File: config.mk
export PLATFORM = sky130hd
export DESIGN_NAME = phoenix_vc_buffer
export DESIGN_NICKNAME = d
export VERILOG_FILES = /design/src/rtl/phoenix_vc_buffer_pkg.sv /design/src/rtl/phoenix_vc_fifo.sv /design/src/rtl/phoenix_vc_buffer.sv
export SDC_FILE = /design/constraint.sdc
export NUM_CORES = 1
export LEC_CHECK = 0
export CELL_PAD_IN_SITES_DETAIL_PLACEMENT = 0
export CELL_PAD_IN_SITES_GLOBAL_PLACEMENT = 1
export CORE_MARGIN = 3
export CORE_UTILIZATION = 49
export CTS_BUF_LIST = sky130_fd_sc_hd__clkbuf_8
export DETAILED_ROUTE_END_ITERATION = 8
export PLACE_DENSITY = 0.91
export SYNTH_ARGS = -nofsm -noshare
export SYNTH_HDL_FRONTEND = slang
export SYNTH_SLANG_ARGS = --single-unit
File: constraint.sdc
create_clock -name i_clk -period 2.7 [get_ports i_clk]
set_input_delay 0.405 -clock i_clk [delete_from_list [all_inputs] [get_ports i_clk]]
set_output_delay 0.405 -clock i_clk [all_outputs]
set_load 0.05 [all_outputs]
File: src/rtl/phoenix_vc_buffer_pkg.sv
// Shared constants, FSM encoding and helpers for the Phoenix VC input buffer.
package phoenix_vc_buffer_pkg;

  localparam int TAM_FLIT       = 16;
  localparam int TAM_BUFFER     = 4;
  localparam int NUM_VC_DEFAULT = 2;

  typedef enum logic {
    REQ_ROUTING = 1'b0,
    SEND_DATA   = 1'b1
  } vc_state_e;

  // Packet position of the flit at the FIFO head; payload saturates.
  typedef enum logic [1:0] {
    IDX_HEADER  = 2'd0,
    IDX_SIZE    = 2'd1,
    IDX_PAYLOAD = 2'd2
  } flit_idx_e;

  function automatic int vc_w(input int n);
    return (n > 1) ? $clog2(n) : 1;
  endfunction

endpackage

File: src/rtl/phoenix_vc_fifo.sv
// Single-clock per-VC flit FIFO; head is combinational (zero when empty).
// A push into a full FIFO is accepted only when a pull frees a slot in the same cycle.
module phoenix_vc_fifo
  import phoenix_vc_buffer_pkg::*;
#(
  parameter int FLIT_W = TAM_FLIT,
  parameter int DEPTH  = TAM_BUFFER
) (
  input  logic                     i_clk,
  input  logic                     i_rst,
  input  logic                     i_push,
  input  logic                     i_pull,
  input  logic [FLIT_W-1:0]        i_tail,
  output logic [FLIT_W-1:0]        o_head,
  output logic [$clog2(DEPTH):0]   o_count,
  output logic                     o_full,
  output logic                     o_empty
);

  localparam int PTR_W = $clog2(DEPTH);
  localparam int CNT_W = PTR_W + 1;

  logic [FLIT_W-1:0] mem_q [DEPTH];
  logic [FLIT_W-1:0] mem_d [DEPTH];
  logic [PTR_W-1:0]  wr_ptr_q, wr_ptr_d;
  logic [PTR_W-1:0]  rd_ptr_q, rd_ptr_d;
  logic [CNT_W-1:0]  cnt_q, cnt_d;
  logic              do_push;
  logic              do_pull;

  assign o_full  = (cnt_q == CNT_W'(DEPTH));
  assign o_empty = (cnt_q == '0);
  assign o_count = cnt_q;
  assign o_head  = o_empty ? '0 : mem_q[rd_ptr_q];

  assign do_pull = i_pull & ~o_empty;
  assign do_push = i_push & (~o_full | do_pull);

  // Pointers wrap at DEPTH by natural overflow since DEPTH is a power of two.
  always_comb begin
    mem_d    = mem_q;
    wr_ptr_d = wr_ptr_q;
    rd_ptr_d = rd_ptr_q;
    cnt_d    = cnt_q;
    if (do_push) begin
      mem_d[wr_ptr_q] = i_tail;
      wr_ptr_d        = wr_ptr_q + PTR_W'(1);
    end
    if (do_pull) begin
      rd_ptr_d = rd_ptr_q + PTR_W'(1);
    end
    case ({do_push, do_pull})
      2'b10:   cnt_d = cnt_q + CNT_W'(1);
      2'b01:   cnt_d = cnt_q - CNT_W'(1);
      default: cnt_d = cnt_q;
    endcase
  end

  always_ff @(posedge i_clk) begin
    if (i_rst) begin
      wr_ptr_q <= '0;
      rd_ptr_q <= '0;
      cnt_q    <= '0;
    end else begin
      wr_ptr_q <= wr_ptr_d;
      rd_ptr_q <= rd_ptr_d;
      cnt_q    <= cnt_d;
    end
  end

  always_ff @(posedge i_clk) begin
    mem_q <= mem_d;
  end

endmodule

File: src/rtl/phoenix_vc_buffer.sv
// Phoenix router input buffer: NUM_VC independent FIFOs, each with its own routing
// request / send FSM and credit line; head-of-FIFO data is combinational to the crossbar.
module phoenix_vc_buffer
  import phoenix_vc_buffer_pkg::*;
#(
  parameter int FLIT_W = TAM_FLIT,
  parameter int DEPTH  = TAM_BUFFER,
  parameter int NUM_VC = NUM_VC_DEFAULT
) (
  input  logic                       i_clk,
  input  logic                       i_rst,
  input  logic                       i_rx,
  input  logic [vc_w(NUM_VC)-1:0]    i_rx_vc,
  input  logic [FLIT_W-1:0]          i_data,
  output logic [NUM_VC-1:0]          o_credit,
  output logic [NUM_VC-1:0]          o_h,
  input  logic [NUM_VC-1:0]          i_ack_h,
  output logic [NUM_VC-1:0]          o_data_av,
  input  logic [NUM_VC-1:0]          i_data_ack,
  output logic [NUM_VC*FLIT_W-1:0]   o_data,
  output logic [NUM_VC-1:0]          o_sender,
  output logic [NUM_VC-1:0]          o_overflow
);

  localparam int VC_W  = vc_w(NUM_VC);
  localparam int CNT_W = $clog2(DEPTH) + 1;

  genvar v;
  generate
    for (v = 0; v < NUM_VC; v++) begin : g_vc
      vc_state_e          state_q, state_d;
      flit_idx_e          idx_q, idx_d;
      logic [FLIT_W-1:0]  rem_q, rem_d;
      logic               sent_q, sent_d;
      logic               ovf_q, ovf_d;

      logic [FLIT_W-1:0]  head;
      logic [CNT_W-1:0]   count;
      logic               fifo_full;
      logic               fifo_empty;
      logic               push;
      logic               pull;
      logic               has_data;
      logic               sending;

      assign push     = i_rx & (i_rx_vc == VC_W'(v));
      assign has_data = ~fifo_empty;
      assign sending  = (state_q == SEND_DATA) & ~sent_q;
      assign pull     = i_data_ack[v] & has_data & sending;

      phoenix_vc_fifo #(
        .FLIT_W (FLIT_W),
        .DEPTH  (DEPTH)
      ) u_fifo (
        .i_clk   (i_clk),
        .i_rst   (i_rst),
        .i_push  (push),
        .i_pull  (pull),
        .i_tail  (i_data),
        .o_head  (head),
        .o_count (count),
        .o_full  (fifo_full),
        .o_empty (fifo_empty)
      );

      // Credit also covers the slot being freed this cycle so the upstream can stream at full rate.
      assign o_credit[v]                 = (count != CNT_W'(DEPTH)) | pull;
      assign o_h[v]                      = has_data & ~sending;
      assign o_data_av[v]                = has_data & sending;
      assign o_sender[v]                 = sending;
      assign o_overflow[v]               = ovf_q;
      assign o_data[v*FLIT_W +: FLIT_W]  = head;

      always_comb begin
        state_d = state_q;
        idx_d   = idx_q;
        rem_d   = rem_q;
        sent_d  = sent_q;
        ovf_d   = ovf_q | (push & fifo_full & ~pull);

        // The cycle after the closing pull is spent clearing the packet context.
        if (sent_q) begin
          state_d = REQ_ROUTING;
          idx_d   = IDX_HEADER;
          rem_d   = '0;
          sent_d  = 1'b0;
        end else begin
          case (state_q)
            REQ_ROUTING: begin
              if (i_ack_h[v]) begin
                state_d = SEND_DATA;
              end
            end
            SEND_DATA: begin
              if (pull) begin
                case (idx_q)
                  IDX_HEADER: begin
                    idx_d = IDX_SIZE;
                  end
                  IDX_SIZE: begin
                    idx_d = IDX_PAYLOAD;
                    rem_d = head;
                    if (head == '0) begin
                      sent_d = 1'b1;
                    end
                  end
                  default: begin
                    rem_d = rem_q - FLIT_W'(1);
                    if (rem_q == FLIT_W'(1)) begin
                      sent_d = 1'b1;
                    end
                  end
                endcase
              end
            end
            default: state_d = REQ_ROUTING;
          endcase
        end
      end

      always_ff @(posedge i_clk) begin
        if (i_rst) begin
          state_q <= REQ_ROUTING;
          idx_q   <= IDX_HEADER;
          rem_q   <= '0;
          sent_q  <= 1'b0;
          ovf_q   <= 1'b0;
        end else begin
          state_q <= state_d;
          idx_q   <= idx_d;
          rem_q   <= rem_d;
          sent_q  <= sent_d;
          ovf_q   <= ovf_d;
        end
      end
    end
  endgenerate

endmodule

Word-level counts from Yosys, hierarchy flattened. Cells that the tools add are included.

Logic and storage cells: 147. Input bits: 24. Register bits after elaboration: 184.

Bitwise gates (word level): 45. Mux-type cells: 30. Reductions and logical operators: 20. Order comparisons: 6. Add/sub/neg operators: 10. Eq/ne operators: 12.

Operators with widths (number): 64-bit bitwise mux (2); 16-bit 2-to-1 mux (8); 16-bit binary-select mux with 2-bit select (2); 16-bit demux with 2-bit select (2); 16-bit case mux with 2 select lines (2); 16-bit by 1-bit == test with 1-bit output, second input constant (2); 16-bit logical NOT (2); 16-bit by 1-bit subtractor with 16-bit output, second input constant (2); 1-bit bitwise AND (20); 1-bit NOT (15); 3-bit >= comparator, second input constant (4); 2-bit NOT with 3-bit output (4); 3-bit case mux with 2 select lines (2); 3-bit AND reduction (4); 2-bit by 1-bit adder with 2-bit output, second input constant (4); 2-bit by 1-bit == test with 1-bit output, second input constant (4); 1-bit 2-to-1 mux (8); 2-bit case mux with 2 select lines (2); 2-bit nonzero test (4); 4-bit OR reduction (2); 3-bit by 1-bit adder with 3-bit output, second input constant (2); 3-bit == test, second input constant (2); 3-bit logical NOT (2); 3-bit by 1-bit < comparator with 1-bit output, second input constant (2); 8 further kinds (20).

Depth between registers and ports, before layout.
Depth in word-level cells: 9. Mapped depth: 12.

Modules after synthesis. Synthesis repeated with hierarchy kept, for this count alone.

Cell total of the unflattened synthesis: 658. Area total of the unflattened synthesis: 8535.7 um^2.

By module, submodules not included: phoenix_vc_fifo (cells an instance 153, area an instance 2916.5 um^2, sequential area each 2062.0 um^2, times used 2); phoenix_vc_buffer (cells an instance 352, area an instance 2702.6 um^2, sequential area each 840.8 um^2, times used 1).

Worst setup path after synthesis. Ideal clock, no wire load.

Kind: input to register. Start: in i_data_ack[0]. End: reg g_vc[0].u_fifo.cnt_q[2]. Library setup time: 0.070 ns. Arrival time: 2.442 ns. Slack: 0.188 ns. Stages on the path: 12. Buffers on the path: 1. Path through: nand3b_1 -> and3_1 -> inv_1 -> and3_1 -> clkbuf_1 -> inv_1 -> ha_1 -> inv_1 -> fa_1 -> xor2_1 -> or3_1 -> a21oi_1.

Longest elaborated chain between the ends: 7. Elaborated cells on any way between the ends: 9.

RTL lines: from (decl) (line phoenix_vc_buffer.sv:19) `input logic [NUM_VC-1:0] i_data_ack,`; 1-bit bitwise AND * (2 in series) (line phoenix_vc_buffer.sv:49) `assign pull = i_data_ack[v] & has_data & sending;`; 1-bit bitwise AND * (line phoenix_vc_fifo.sv:36) `assign do_pull = i_pull & ~o_empty;`; 1-bit OR (line phoenix_vc_fifo.sv:37) `assign do_push = i_push & (~o_full | do_pull);`; 1-bit bitwise AND (line phoenix_vc_fifo.sv:37); 2-bit by 1-bit == test with 1-bit output or 2-bit == test (tied branches) (line phoenix_vc_fifo.sv:52) `case ({do_push, do_pull})`; 3-bit case mux with 2 select lines or 2-bit nonzero test (tied branches); to (signal assigned) (line phoenix_vc_fifo.sv:67) `cnt_q <= cnt_d;`; to (decl) (line phoenix_vc_fifo.sv:27) `logic [CNT_W-1:0] cnt_q, cnt_d;`.

Mark *: on every way between the ends. The rest lies on a longest branch, timed or not. A chain may end at the register's enable or synchronous reset.

Worst setup path after layout.
Start: reg g_vc[0].u_fifo.rd_ptr_q[0]. End: out o_data[5].

Longest elaborated chain between the ends: 5.

RTL lines: from (decl) (line phoenix_vc_fifo.sv:26) `logic [PTR_W-1:0] rd_ptr_q, rd_ptr_d;`; from (signal assigned) (line phoenix_vc_fifo.sv:66) `rd_ptr_q <= rd_ptr_d;`; 2-bit NOT with 3-bit output (implied by the code) (line phoenix_vc_fifo.sv:34) `assign o_head = o_empty ? '0 : mem_q[rd_ptr_q];`; 16-bit binary-select mux with 2-bit select (line phoenix_vc_fifo.sv:34); 16-bit 2-to-1 mux (implied by the code) (2 in series) (line phoenix_vc_fifo.sv:34); 16-bit 2-to-1 mux (line phoenix_vc_fifo.sv:34); to (decl) (line phoenix_vc_buffer.sv:20) `output logic [NUM_VC*FLIT_W-1:0] o_data,`.

No other way between the ends. The select of a mux whose other input is x is not followed.

==> results.tsv <==
metric	value	unit
top cells by area, synth	edfxtp_1, dfxtp_1, mux4_2	
row count	46	
leakage	3.35	nW
IO Pins	66	
worst skew pair latency	480	ps
Reg-to-Reg End	g_vc[1].u_fifo.o_count[2]	
DR iter-0 viols	589	
Max Root-Sink Buffers	2	
HP Class	reg -> reg	
core area	16200	um^2
Post-CTS Hold Buffers	0	
vias in the first global route	5429	
fin area	9590	um^2
global-route wire length before repair	30000	um
post-synthesis cell count	666	
Synth area leader	edfxtp_1	
total iterations of the first detailed-routing run	5	
CTS H-tree lvls	4	
I/O Buffers	65	
cells on worst reg2reg path	11	
max-slew violations	0	
Post-Place Worst Slack	-29.2	ps
Seq/Total Area, Yosys	0.597	
via-per-instance ratio	5.92	
pwr dens	608	nW/um^2
ys async rst share	0	
max_cap viols	0	
Synth Area in Simple Gates	0.153	
Avg Inst Size Synth	12.5	um^2
Compound-Gate Fraction of Synth Area	0.0844	
nets	776	
Routed WL	19200	um
most common cell in the netlist	edfxtp_1	
TritonCTS clock tree	built	
initial core utilization	0.512	
Int Pwr	0.00408	W
final worst path period need	2560	ps
Reg-to-Reg Start	g_vc[1].sent_q	
R2R setup slack	370	ps
Setup Buffers After CTS	0	
Design Power	0.00584	W
clk sink count	184	
total negative slack	0	ps
adder-cell share of the synthesized area	0.0259	
Most used DFF post-synth	edfxtp_1	
P&R area growth vs syn	15.4	%
final hold viol count	0	
CTS clk-pin slew, worst paths	110	ps
Worst Tran Pin Value	640	ps
Yosys top cell area share	0.462	
CTS Buf Count	17	
hold path startpoint	g_vc[0].ovf_q	
arrival time at the worst endpoint	2160	ps
Worst Hold Path EP	g_vc[0].ovf_q	
Hold Crit Depth	2	
Post-synth EDFFs	128	
maximum clock rate	391	MHz
Net Sw Power	0.00175	W
die height	136	um
largest net degree at the start of global routing	29	
CP Launch Type	flop	
DPL Wire Length	13400	um
synth unique cells	58	
sequential power share	0.532	
Final Setup Violations	0	
Placed Instance Area	9170	um^2
period utilisation layout	0.948	
RSZ-0062 raised after global routing	no	
Post-Synth XOR/XNOR Area	0.0137	
Die Wd	136	um
initial antenna violation count	0	
post-route antenna net violation count	0	
Synthesized Nets	706	
clock power share	0.321	
clock skew	15.4	ps
Remaining DRCs	0	
layout cell share with drive strength beyond 1	0.186	
routed len/inst	19.9	um
Final Util	0.591	
gr usage total	0.213	
Syn. warnings	0	
crit path kind	reg -> out	
Mapped Area	8320	um^2
via count	5711	
mux contribution to synthesized area	0.0891	
total global routing overflow	0	
Placer Congestion	0.911	
Root Buffer	clkbuf_8	
#FFs+latches synth	184	
Worst Setup Slack, final	139	ps
Worst slew margin	0.570	
sw frac	0.301	
CP max FO	18	
# diodes	0	
Logic pwr share	0.147	
DIE AREA	18600	um^2
top post-synthesis cells by count	edfxtp_1, nor2_1, dfxtp_1	
VDD IR max	0.339	mV
largest family of logic cells by synthesized area	simple AND/OR/NAND/NOR gates	
WP data required	2300	ps
crit end category	primary output	
status	complete, no violations	
## registers in the layout, summed over array words and instances (netlist names)
signal                flops
g_vc.ovf_q                2
g_vc.u_fifo.wr_ptr_q      4
g_vc.u_fifo.rd_ptr_q      4
g_vc.u_fifo.mem_q       128
g_vc.u_fifo.o_count       6
g_vc.rem_q               32
g_vc.state_q              2
g_vc.idx_q                4
g_vc.sent_q               2
## stage by stage
step	hold WS [ps]	instances
4_1_cts	466	966
5_1_grt	505	965
2_1_floorplan	438	666
3_3_place_gp	450	934
6_report	487	965
3_5_place_dp	471	934
## layout make-up
type / instances / area [um^2]
inverters: 24 / 90.1
clock buffers: 17 / 234
flip-flops and latches: 184 / 4960
fillers: 1267 / 6640
multi-input cells: 413 / 3050
well taps: 216 / 270
clock inverters: 15 / 190
repair buffers: 96 / 800
## cell families after synthesis
| group | Yosys count |
|---|---|
| buffers and inverters | 69 |
| adder cells (fa/ha/maj) | 16 |
| flip-flops | 184 |
| AND/OR/NAND/NOR | 238 |
| AO/OA/AOI/OAI | 112 |
| XOR/XNOR | 13 |
| multiplexers | 34 |
## placed cells by master, fill, tap and decap left out, types with 4 or more instances in the layout
| cell type | Yosys | final |
|---|---|---|
| nor2b_1 | 4 | 4 |
| a22oi_1 | 4 | 4 |
| inv_1 | 22 | 22 |
| a31oi_1 | 7 | 7 |
| and3_1 | 11 | 11 |
| clkbuf_8 | 0 | 17 |
| o22ai_1 | 5 | 5 |
| a211oi_1 | 6 | 6 |
| nor2_1 | 67 | 67 |
| xnor2_1 | 7 | 7 |
| or2_2 | 4 | 4 |
| nor3_1 | 16 | 16 |
| nand2_1 | 24 | 24 |
| o21ai_0 | 26 | 26 |
| nor4_1 | 9 | 9 |
| or3_1 | 5 | 5 |
| dfxtp_1 | 56 | 56 |
| mux4_2 | 32 | 32 |
| or4_1 | 5 | 5 |
| a32oi_1 | 6 | 6 |
| xor2_1 | 6 | 6 |
| edfxtp_1 | 128 | 128 |
| buf_4 | 7 | 65 |
| clkinv_8 | 0 | 6 |
| nand3b_1 | 4 | 4 |
| and2_1 | 40 | 40 |
| nand4_1 | 5 | 5 |
| nand3_1 | 26 | 26 |
| o31ai_1 | 6 | 6 |
| clkdlybuf4s50_1 | 0 | 30 |
| ha_1 | 14 | 14 |
| a21oi_1 | 34 | 34 |
## repair_timing
| action | CTS | global route |
|---|---|---|
| resized for setup | 1 | 0 |
| endpoints found under the setup margin | 7 | 7 |
| hold endpoints to repair | 0 | 0 |
| cloned | 0 | 0 |
## critical path, cell delays in order (launching register included)
cell and delay [ps]:
dfxtp_1 320, buf_4 320, mux4_2 610, and2_1 220, buf_4 200
## worst max path at each step
| stage | start | endpoint | slack (ps) | depth (start not counted) |
|---|---|---|---|---|
| after floorplan | i_data_ack[0] | g_vc[0].u_fifo.o_count[2] | 190 | 12 |
| after global placement | i_data_ack[1] | g_vc[1].u_fifo.o_count[2] | 80 | 12 |
| after detailed placement | i_data_ack[1] | g_vc[1].u_fifo.o_count[2] | -30 | 12 |
| after CTS | g_vc[1].u_fifo.rd_ptr_q[0] | o_data[18] | 20 | 5 |
| after global routing | g_vc[0].u_fifo.rd_ptr_q[0] | o_data[15] | 30 | 4 |
| final | g_vc[0].u_fifo.rd_ptr_q[0] | o_data[5] | 140 | 4 |
## power by group through the flow
stage / combinational (W) / clock [W] / sequential (W)
2_1_floorplan: 0.000567 / 0 / 0.00316
3_3_place_gp: 0.000840 / 0 / 0.00316
3_5_place_dp: 0.000858 / 0 / 0.00317
4_1_cts: 0.000861 / 0.00191 / 0.00311
5_1_grt: 0.000910 / 0.00202 / 0.00311
6_report: 0.000857 / 0.00187 / 0.00311
## per-layer routing
metal,vias to the layer above,part of all wire,GRT usage
met5,-,0,0
met4,0,0.017,0.0655
met3,31,0.062,0.0400
met2,228,0.48,0.332
met1,2816,0.44,0.307
li1,2636,-,-
No activity file was read; power rests on OpenSTA's default activity.
